<file path="src/rtl/fetch_pkg.sv">
// rtl/fetch_pkg.sv - shared types and constants for the instruction fetch stage
package fetch_pkg;

  localparam int INSTR_WIDTH = 32;
  localparam logic [INSTR_WIDTH-1:0] DEFAULT_NOP = 32'h0000_0000;

  typedef enum logic [1:0] {
    FETCH   = 2'd0,
    HOLD    = 2'd1,
    DISCARD = 2'd2
  } fetch_state_t;

endpackage

</file>
<file path="src/rtl/if_id_register.sv">
// rtl/if_id_register.sv - pipeline boundary register with load enable and clear-to-bubble
module if_id_register import fetch_pkg::*; #(
  parameter int                     ADDR_WIDTH = 32,
  parameter logic [INSTR_WIDTH-1:0] NOP_INSTR  = DEFAULT_NOP
) (
  input  logic                   clk,
  input  logic                   rst,
  input  logic                   load,
  input  logic                   clear,
  input  logic [INSTR_WIDTH-1:0] d_instr,
  input  logic [ADDR_WIDTH-1:0]  d_pc,
  input  logic [ADDR_WIDTH-1:0]  d_pc_plus4,
  output logic                   valid,
  output logic [INSTR_WIDTH-1:0] instr,
  output logic [ADDR_WIDTH-1:0]  pc,
  output logic [ADDR_WIDTH-1:0]  pc_plus4
);

  // A bubble only rewrites valid and the instruction word; the PC fields keep their last value.
  always_ff @(posedge clk) begin
    if (rst) begin
      valid    <= 1'b0;
      instr    <= NOP_INSTR;
      pc       <= '0;
      pc_plus4 <= '0;
    end else if (clear) begin
      valid <= 1'b0;
      instr <= NOP_INSTR;
    end else if (load) begin
      valid    <= 1'b1;
      instr    <= d_instr;
      pc       <= d_pc;
      pc_plus4 <= d_pc_plus4;
    end
  end

endmodule

</file>
<file path="src/rtl/instruction_fetch_stage.sv">
// rtl/instruction_fetch_stage.sv - PC owner and instruction-memory requester feeding decode
module instruction_fetch_stage import fetch_pkg::*; #(
  parameter int                     ADDR_WIDTH = 32,
  parameter logic [ADDR_WIDTH-1:0]  RESET_PC   = 32'h0000_0000,
  parameter logic [INSTR_WIDTH-1:0] NOP_INSTR  = DEFAULT_NOP
) (
  input  logic                   clk,
  input  logic                   rst,
  output logic                   imem_req,
  output logic [ADDR_WIDTH-1:0]  imem_addr,
  input  logic                   imem_ready,
  input  logic [INSTR_WIDTH-1:0] imem_rdata,
  input  logic                   stall,
  input  logic                   redirect_valid,
  input  logic [ADDR_WIDTH-1:0]  redirect_pc,
  output logic                   if_valid,
  output logic [INSTR_WIDTH-1:0] if_instr,
  output logic [ADDR_WIDTH-1:0]  if_pc,
  output logic [ADDR_WIDTH-1:0]  if_pc_plus4
);

  fetch_state_t           state, state_n;
  logic [ADDR_WIDTH-1:0]  pc, pc_n;
  logic [ADDR_WIDTH-1:0]  target, target_n;
  logic [INSTR_WIDTH-1:0] skid, skid_n;
  logic [ADDR_WIDTH-1:0]  pc_plus4;
  logic [ADDR_WIDTH-1:0]  redirect_aligned;
  logic                   out_load, out_clear;
  logic [INSTR_WIDTH-1:0] out_instr;

  assign pc_plus4         = pc + ADDR_WIDTH'(4);
  assign redirect_aligned = redirect_pc & ~ADDR_WIDTH'(3);

  assign imem_req  = !rst && (state == FETCH || state == DISCARD);
  assign imem_addr = pc;

  always_ff @(posedge clk) begin
    if (rst) begin
      state  <= FETCH;
      pc     <= RESET_PC;
      target <= RESET_PC;
      skid   <= NOP_INSTR;
    end else begin
      state  <= state_n;
      pc     <= pc_n;
      target <= target_n;
      skid   <= skid_n;
    end
  end

  always_comb begin
    state_n   = state;
    pc_n      = pc;
    target_n  = target;
    skid_n    = skid;
    out_load  = 1'b0;
    out_clear = 1'b0;
    out_instr = imem_rdata;

    if (redirect_valid) begin
      // A redirect always bubbles the output and abandons any skid word.
      out_clear = 1'b1;
      unique case (state)
        FETCH: begin
          if (imem_ready) begin
            pc_n = redirect_aligned;
          end else begin
            target_n = redirect_aligned;
            state_n  = DISCARD;
          end
        end
        HOLD: begin
          pc_n    = redirect_aligned;
          state_n = FETCH;
        end
        DISCARD: begin
          if (imem_ready) begin
            pc_n    = redirect_aligned;
            state_n = FETCH;
          end else begin
            target_n = redirect_aligned;
          end
        end
        default: state_n = FETCH;
      endcase
    end else begin
      unique case (state)
        FETCH: begin
          if (imem_ready && !stall) begin
            out_load = 1'b1;
            pc_n     = pc_plus4;
          end else if (imem_ready && stall) begin
            skid_n  = imem_rdata;
            state_n = HOLD;
          end else if (!stall) begin
            out_clear = 1'b1;
          end
        end
        HOLD: begin
          if (!stall) begin
            out_load  = 1'b1;
            out_instr = skid;
            pc_n      = pc_plus4;
            state_n   = FETCH;
          end
        end
        DISCARD: begin
          // The stale request must still complete before the new target can be issued.
          out_clear = 1'b1;
          if (imem_ready) begin
            pc_n    = target;
            state_n = FETCH;
          end
        end
        default: state_n = FETCH;
      endcase
    end
  end

  if_id_register #(
    .ADDR_WIDTH (ADDR_WIDTH),
    .NOP_INSTR  (NOP_INSTR)
  ) u_if_id (
    .clk        (clk),
    .rst        (rst),
    .load       (out_load),
    .clear      (out_clear),
    .d_instr    (out_instr),
    .d_pc       (pc),
    .d_pc_plus4 (pc_plus4),
    .valid      (if_valid),
    .instr      (if_instr),
    .pc         (if_pc),
    .pc_plus4   (if_pc_plus4)
  );

endmodule

</file>
<file path="config.mk">
export PLATFORM = sky130hd
export DESIGN_NAME = instruction_fetch_stage
export DESIGN_NICKNAME = d
export VERILOG_FILES = /design/src/rtl/fetch_pkg.sv /design/src/rtl/if_id_register.sv /design/src/rtl/instruction_fetch_stage.sv
export SDC_FILE = /design/constraint.sdc
export NUM_CORES = 1
export LEC_CHECK = 0
export BUFFER_PORTS_ARGS = -buffer_cell sky130_fd_sc_hd__buf_2
export CORE_MARGIN = 2
export CORE_UTILIZATION = 50
export DETAILED_ROUTE_END_ITERATION = 6
export HOLD_SLACK_MARGIN = 0.06
export PLACE_DENSITY = 0.75
export SLEW_MARGIN = 40
export SYNTH_ARGS = -nofsm -noshare
export SYNTH_HDL_FRONTEND = slang
export SYNTH_SLANG_ARGS = --single-unit
</file>
<file path="constraint.sdc">
create_clock -name clk -period 4.2 [get_ports clk]
set_input_delay 0.63 -clock clk [delete_from_list [all_inputs] [get_ports clk]]
set_output_delay 0.63 -clock clk [all_outputs]
set_load 0.1 [all_outputs]
</file>
Yosys cells after proc, flatten, opt, wreduce, memory -nomap -nowiden
Index checks and enable logic that the tools add are counted.
{ "classes": {"n_eq_ne": 10, "bitwise": 4, "n_reduce_logical": 15, "muxes": 26, "addsub": 1} }
{ "op_table": {"columns": ["cell", "count"], "rows": [
  ["2-to-1 mux 32 bit", 8],
  ["case mux 32 bit (3 select lines)", 1],
  ["case mux 32 bit (2 select lines)", 1],
  ["adder 32 x 3 -> 32 bit, second input constant", 1],
  ["!= test 3 bit, second input constant", 5],
  ["2-to-1 mux 2 bit", 6],
  ["!= test 3 x 2 -> 1 bit, second input constant", 3],
  ["AND reduction 4 bit", 2],
  ["2-to-1 mux 1 bit", 6],
  ["case mux 2 bit (3 select lines)", 1],
  ["AND reduction 6 bit", 1],
  ["NOT 1 bit", 4],
  ["case mux 1 bit (2 select lines)", 2],
  ["case mux 2 bit (2 select lines)", 1],
  ["nonzero test 4 bit", 1],
  ["OR reduction 2 bit", 2],
  ["logical AND 1 bit", 3],
  ["AND reduction 3 bit", 1],
  ["== test 2 x 1 -> 1 bit, second input constant", 1],
  ["== test 2 bit, second input constant", 1],
  ["zero test 1 bit", 2],
  ["zero test 2 bit", 1],
  ["AND reduction 2 bit", 1],
  ["logical OR 1 bit", 1]
]} }
{ "totals": {"inputBits": 69, "ff_bits": 193, "out_inout_bits": 130, "wordCells": 64} }

Logic depth before layout (Yosys ltp)
Gate-level depths: netlist (run 1).
{ "depth": {"word_depth": 7, "ltp_mapped": 10, "mapped_depth_nobuf": 7} }

Modules after synthesis
From an unflattened synthesis (run 1), not the netlist that was laid out.
{ "hier_totals": {"hier_cells": 1127, "area_unflattened_um2": 9853.2} }
{ "modules_own_cells": {"columns": ["module", "area_per_inst_um2", "cells_per_inst", "instances"], "rows": [
  ["instruction_fetch_stage", 5462.7, 727, 1],
  ["if_id_register", 4390.5, 400, 1]
]} }

Worst setup path before layout (run 1)
OpenSTA, ideal clock, no wires.
{ "synth_path": {"path_kind": "input port to output port", "start": "in rst", "end": "out imem_req", "arrival_ps": 2432, "path_stages": 4, "path_slack_ps": 1138, "required_ps": 3570, "n_path_buf": 3, "path_cell_list": "clkbuf_1 clkbuf_1 clkbuf_1 nor2_1"} }
{ "synth_between": {"elab_chain_cells": 2} }
{ "synth_rtl": {"columns": ["element", "line", "text"], "rows": [
  ["start, declared", "instruction_fetch_stage.sv:8", "input logic rst,"],
  ["zero test 1 bit", "instruction_fetch_stage.sv:34", "assign imem_req = !rst && (state == FETCH || state == DISCARD);"],
  ["logical AND 1 bit", "instruction_fetch_stage.sv:34", null],
  ["end, declared", "instruction_fetch_stage.sv:9", "output logic imem_req,"]
]} }
Every way passes these cells.

Worst setup path in the final report (run 1)
{ "layout_path": {"start": "reg state[0]", "end": "out imem_req"} }
{ "layout_between": {"elab_chain_cells": 3, "elab_cells_between_ends": 4} }
{ "layout_rtl": {"columns": ["element", "line", "text"], "rows": [
  ["start, declared", "instruction_fetch_stage.sv:22", "fetch_state_t state, state_n;"],
  ["start signal, assigned", "instruction_fetch_stage.sv:44", "state <= state_n;"],
  ["== test 2 bit / zero test 2 bit (equally long branches)", "instruction_fetch_stage.sv:34", null],
  ["logical OR 1 bit (*)", "instruction_fetch_stage.sv:34", null],
  ["logical AND 1 bit (*)", "instruction_fetch_stage.sv:34", null]
]} }
Mark *: on every way between the ends. The rest lies on a longest branch, timed or not.

==> results of run 1 <==
[cells in the final DEF, fill, tap and decap left out, drive strengths merged, types with 9 or more instances in the layout]
cell and instances:
nor4 11, xor2 9, nand3 18, clkbuf 17
a211oi 62, o21ai 38, inv 18, nand2 248
xnor2 16, nor2 95, mux2i 40, buf 204
a21oi 120, nor3 18, dfxtp 187
[metal layers]
metal  routed length, um  GRT usage [%]
met5                  44              0
met4                 605           9.88
met3                1780           6.98
met2                9990           37.4
met1               10200           32.8
[path summary, 6_finish.rpt]
path	from	to	slack (ns)
worst min register to register	u_if_id.pc[3]	u_if_id.pc[3]	0.45
worst min-delay path	imem_rdata[7]	skid[7]	0.44
worst max-delay path	state[0]	imem_req	1.33
worst max register to register	state[0]	imem_addr[11]	1.40
[cell type report]
class / instances / area share (%)
diodes: 1 / 0.0248
clock buffers: 17 / 4.21
clock inverters: 13 / 1.43
inverters: 15 / 0.558
multi-input cells: 786 / 43.3
flip-flops and latches: 187 / 37.1
well taps: 220 / 2.73
repair buffers: 204 / 10.6
[flip-flops by register name (all words and copies together) (netlist names)]
| register | cells |
|---|---|
| u_if_id.valid | 1 |
| imem_addr | 30 |
| target | 30 |
| u_if_id.instr | 32 |
| u_if_id.pc | 30 |
| state | 2 |
| u_if_id.pc_plus4 | 30 |
| skid | 32 |
[through the flow]
stage               cells  worst slack [ns]  util [%]  instance area (sq um)
finish               1443              1.33      60.7                  10100
global route         1442              1.20      60.6                  10100
CTS                  1442              1.29      60.6                  10100
detailed placement   1412              1.44      57.2                   9510
global placement     1412              1.30      57.1                   9510
floorplan            1089              1.14         -                   8550
[power groups by stage]
| stage | Combinational [mW] | Sequential [mW] | Clock, mW |
|---|---|---|---|
| 4_1_cts | 0.863 | 1.93 | 1.61 |
| 6_report | 0.863 | 1.93 | 1.58 |
| 3_3_place_gp | 0.851 | 1.97 | 0 |
| 3_5_place_dp | 0.859 | 1.97 | 0 |
| 2_1_floorplan | 0.358 | 2.29 | 0 |
| 5_1_grt | 0.920 | 1.94 | 1.67 |
[critical path, delay by kind of cell (launching register included)]
family,cells,cell delay (ns)
buf+inv,3,0.89
flops,1,0.33
fa+ha+maj,1,0.30
simple gates,2,0.29
[cells by family (layout without fill, tap and decap cells)]
group	count (synthesis)	count (layout)	share of synthesized area, %
AOI/OAI and AO/OA	274	274	20.0
other	1	7	0.0440
xor gates and xnor gates	25	25	2.57
muxes	42	42	4.96
buffers and inverters	116	249	5.63
DFF	187	187	43.9
and+or+nand+nor	435	435	22.3
adders and majority gates	4	4	0.587
==> flow_summary.toml, run 1 <==
[outcome]
outcome = "completed"

[routing]
viasPerCell = 5.52
drt.antenna.violating_nets = 0
wl_per_cell_um = 15.7
drtIter0Drc = 673
first_pass_iters = 6
postRouteWirelength_um = 22600
num_vias = 7971
drc_errors = 0

[sta]
skew_ns = 0.00887
finalCritPeriodShare_pct = 68.4
fin_hold_ws_ns = 0.443
rsz0062_at_grt = "no"
relSlewSlack_pct = 45.2
max_clock_freq_ghz = 0.348
post-route-min-period_ns = 2.87
slew_viol_final = 0
setup_tns_ns = 0
hold_violations = 0
finalSetupViolations = 0
worstMarginPinSlew_ns = 0.822

[yosys]
synth.area.top_cells = "dfxtp_1 (44%), nand2_1 (11%), a21oi_1 (7.0%), a211oi_1 (5.4%), mux2i_1 (4.7%)"
synth-main-ff-cell = "dfxtp_1"
ys_seq_area_share_pct = 43.9
synthCells = 1084
synth.most_common_cell = "nand2_1"
synth-edff-count = 0
yosys.area.top_type = "dfxtp_1"
yosys-top-cells-count = "nand2_1 (248), dfxtp_1 (187), a21oi_1 (120)"
ys_seq_elements = 187
ys_async_sr_fraction_pct = 0
ys_types = 63
yosysWarnings = 0
synth.top_cell.area_share_pct = 43.9
synth_area_sq_um = 8530
avgSynthCellArea_sq_um = 7.87

[power_and_ir_drop]
p_clk_share_pct = 36.0
swShare_pct = 33.3
power_mw = 4.37
combPwrFrac_pct = 19.7
p_seq_share_pct = 44.2
p_leak_nw = 3.99
p_per_area_nw_per_um2 = 433
power.internal_mw = 2.92
ir_drop_uv = 293
switching_power_mw = 1.46

[final_layout]
regArea_sq_um = 3740
num-fill-cells = 1519
syn_to_final_growth_pct = 18.4
layout.nets = 1284
drive_above_1_share_pct = 20.9
multiInputGateArea_sq_um = 4370

[critical_path]
ff2ff_path_depth = 8
cp-end-kind = "output port"
cp_slowest_stage_delay_ns = 0.44
path_cells = "inv_1, ha_1, buf_4, nor2_1, nor2_1, buf_2"
critical_path_arrival_ns = 2.24
startpoint_type = "register"
critPathMostFrequentCell = "nor2_1"
worstPathMaxFanout = 26
crit_type = "register to output port"
cpMaxStageDelayCell = "buf_2"
required_ns = 3.57

[cts]
hold_buffers = 0
clk_pin_slew_ns = 0.07
postCtsSetupBuffers = 0
cts_resized = 0
cts_inserted_buffers = 17
cts_root_buffer = "clkbuf_16"
clockBufferDepth = 2
cts_tree = "built"
ctsHtreeMaxLevel = 4
clock_sinks = 187
insertion_delay_ns = 0.43

[floorplanning]
fp.dieH_um = 135
start_util_pct = 51.2
pin_count = 199
dieWidth_um = 135
core.rowCount = 47
core_sq_um = 16600
dieArea_sq_um = 18100

[placement]
hpwl_um = 14800
routabilityCongestion = 0.837
io_buffers = 190

[job]
maxCapViolations = 0

[global_route]
grt_util_all_layers_pct = 24.5
antenna_found_initial = 4
grt_max_degree = 113
grt_pass1_wl_um = 36200
overflow = 0
grt_pass1_vias = 7115

[min_path]
min_path_cells = 3
min_path_type = "input port to register"
Power figures use the tool's default switching activity.
==> inputs of run 2 (changes only) <==
==> constraint.sdc (replaced) <==
create_clock -name clk -period 2.7 [get_ports clk]
set_input_delay 0.405 -clock clk [delete_from_list [all_inputs] [get_ports clk]]
set_output_delay 0.405 -clock clk [all_outputs]
set_load 0.1 [all_outputs]
==> flow_summary.toml, run 2 (synthesized netlist as in run 1, its figures left out) <==
[critical_path]
cp_slowest_stage_delay_ns = 0.44
cp-end-kind = "output port"
startpoint_type = "register"
path_cells = "inv_1, ha_1, nor2_1, nor2_1, buf_12"
worstPathMaxFanout = 12
critical_path_arrival_ns = 2.00
crit_family = "simple AND/OR/NAND/NOR gates"
cp_num_buf_inv = 2
critPathMostFrequentCell = "nor2_1"
crit_type = "register to output port"
required_ns = 2.30
cpMaxStageDelayCell = "ha_1"

[power_and_ir_drop]
p_leak_nw = 4.09
p_per_area_nw_per_um2 = 669
ir_drop_uv = 459

[routing]
drtIter0Drc = 609
drc_errors = 0
num_vias = 8086
drt.antenna.violating_nets = 0
postRouteWirelength_um = 22900
viasPerCell = 5.53
wl_per_cell_um = 15.7
first_pass_iters = 5

[floorplanning]
start_util_pct = 51.2
fp.dieH_um = 135
dieArea_sq_um = 18100
core.rowCount = 47
dieWidth_um = 135
core_sq_um = 16600
pin_count = 199

[cts]
clock_sinks = 187
cts_resized = 0
hold_buffers = 0
cts_tree = "built"
postCtsSetupBuffers = 0
clk_pin_slew_ns = 0.07
cts_inserted_buffers = 17
cts_root_buffer = "clkbuf_16"
clockBufferDepth = 2
insertion_delay_ns = 0.43
ctsHtreeMaxLevel = 4

[placement]
hpwl_um = 15500
place_ws_ns = 0.433
routabilityCongestion = 0.901
io_buffers = 190

[sta]
worstMarginPinSlew_ns = 0.633
fin_hold_ws_ns = 0.215
finalSetupViolations = 0
max_clock_freq_ghz = 0.416
layout_setup_ws_ns = 0.297
rsz0062_at_grt = "no"
setup_tns_ns = 0
slew_viol_final = 0
hold_violations = 0
post-route-min-period_ns = 2.40
relSlewSlack_pct = 57.7
skew_ns = 0.00747
finalCritPeriodShare_pct = 89.0

[final_layout]
antenna_cells = 0
reg_top3 = "skid x32, u_if_id.instr x32"
layout.nets = 1302
regArea_sq_um = 3760
drive_above_1_share_pct = 23.0
multiInputGateArea_sq_um = 4360
final_cell_mix = "nand2_1 (247), buf_2 (188), dfxtp_1 (172)"
num-fill-cells = 1488
layout_commonest_cell = "nand2_1"
syn_to_final_growth_pct = 20.7

[global_route]
grt_util_all_layers_pct = 25.1
overflow = 0
grt_max_degree = 84
grt_pass1_vias = 7181
grt_pass1_wl_um = 36800
antenna_found_initial = 2

[outcome]
outcome = "completed"

[job]
maxCapViolations = 0

[min_path]
min_path_type = "input port to register"
## run 2: cell count changes in the layout (fill, tap and decap cells not counted), moves of 2 or more
| cell | change |
|---|---|
| dfxtp_1 | -15 |
| dfxtp_2 | +15 |
| buf_4 | +14 |
| buf_12 | +4 |
| clkbuf_1 | +3 |
| clkinv_4 | -3 |
| clkbuf_8 | +2 |
| clkinv_2 | -2 |
| clkinvlp_4 | +2 |
## run 2: final cells by class
class | instances | area share, %
Tap cell | 220 | 2.67
Multi-Input combinational cell | 786 | 42.4
Clock inverter | 9 | 1.11
Timing Repair Buffer | 222 | 12.2
Inverter | 15 | 0.547
Clock buffer | 22 | 4.51
Sequential cell | 187 | 36.6
## run 2: layer usage
metal  global-route usage [%]  part of all wire (%)
met1                     34.3                    46
met2                     38.3                    44
met3                     7.43                   7.8
met4                     7.60                   1.8
met5                        0                 0.092
## run 2: worst register-to-register path, stage by stage (launching register included)
cell and delay, ns:
dfxtp_1 0.35, inv_1 0.09, ha_1 0.36, o21ai_0 0.21, o21a_1 0.17, o221a_2 0.52
buf_12 0.22, nor2_1 0.05, a211oi_1 0.25
## run 2: power breakdown
| part | switching (mW) | internal [mW] | total (mW) |
|---|---|---|---|
| clock | 1.08 | 1.41 | 2.49 |
| sequential | 0.112 | 2.88 | 2.99 |
| combinational | 1.08 | 0.330 | 1.41 |
| total | 2.26 | 4.63 | 6.89 |
## run 2: path summary, 6_finish.rpt
kind | startpoint | end | slack (ns) | depth (start not counted)
max | state[0] | imem_req | 0.30 | 5
max reg2reg | state[0] | imem_addr[4] | 0.39 | 8
min reg2reg | target[7] | target[7] | 0.45 | 2
min | imem_rdata[20] | skid[20] | 0.22 | 3
## run 2: metrics by stage
stage / util [%] / area, sq um / cells / power [mW]
after floorplan: - / 8560 / 1089 / 4.13
after global placement: 58.4 / 9720 / 1430 / 4.43
after detailed placement: 58.4 / 9720 / 1430 / 4.45
after CTS: 61.9 / 10300 / 1461 / 6.93
after global routing: 61.9 / 10300 / 1461 / 7.14
final: 61.9 / 10300 / 1461 / 6.89
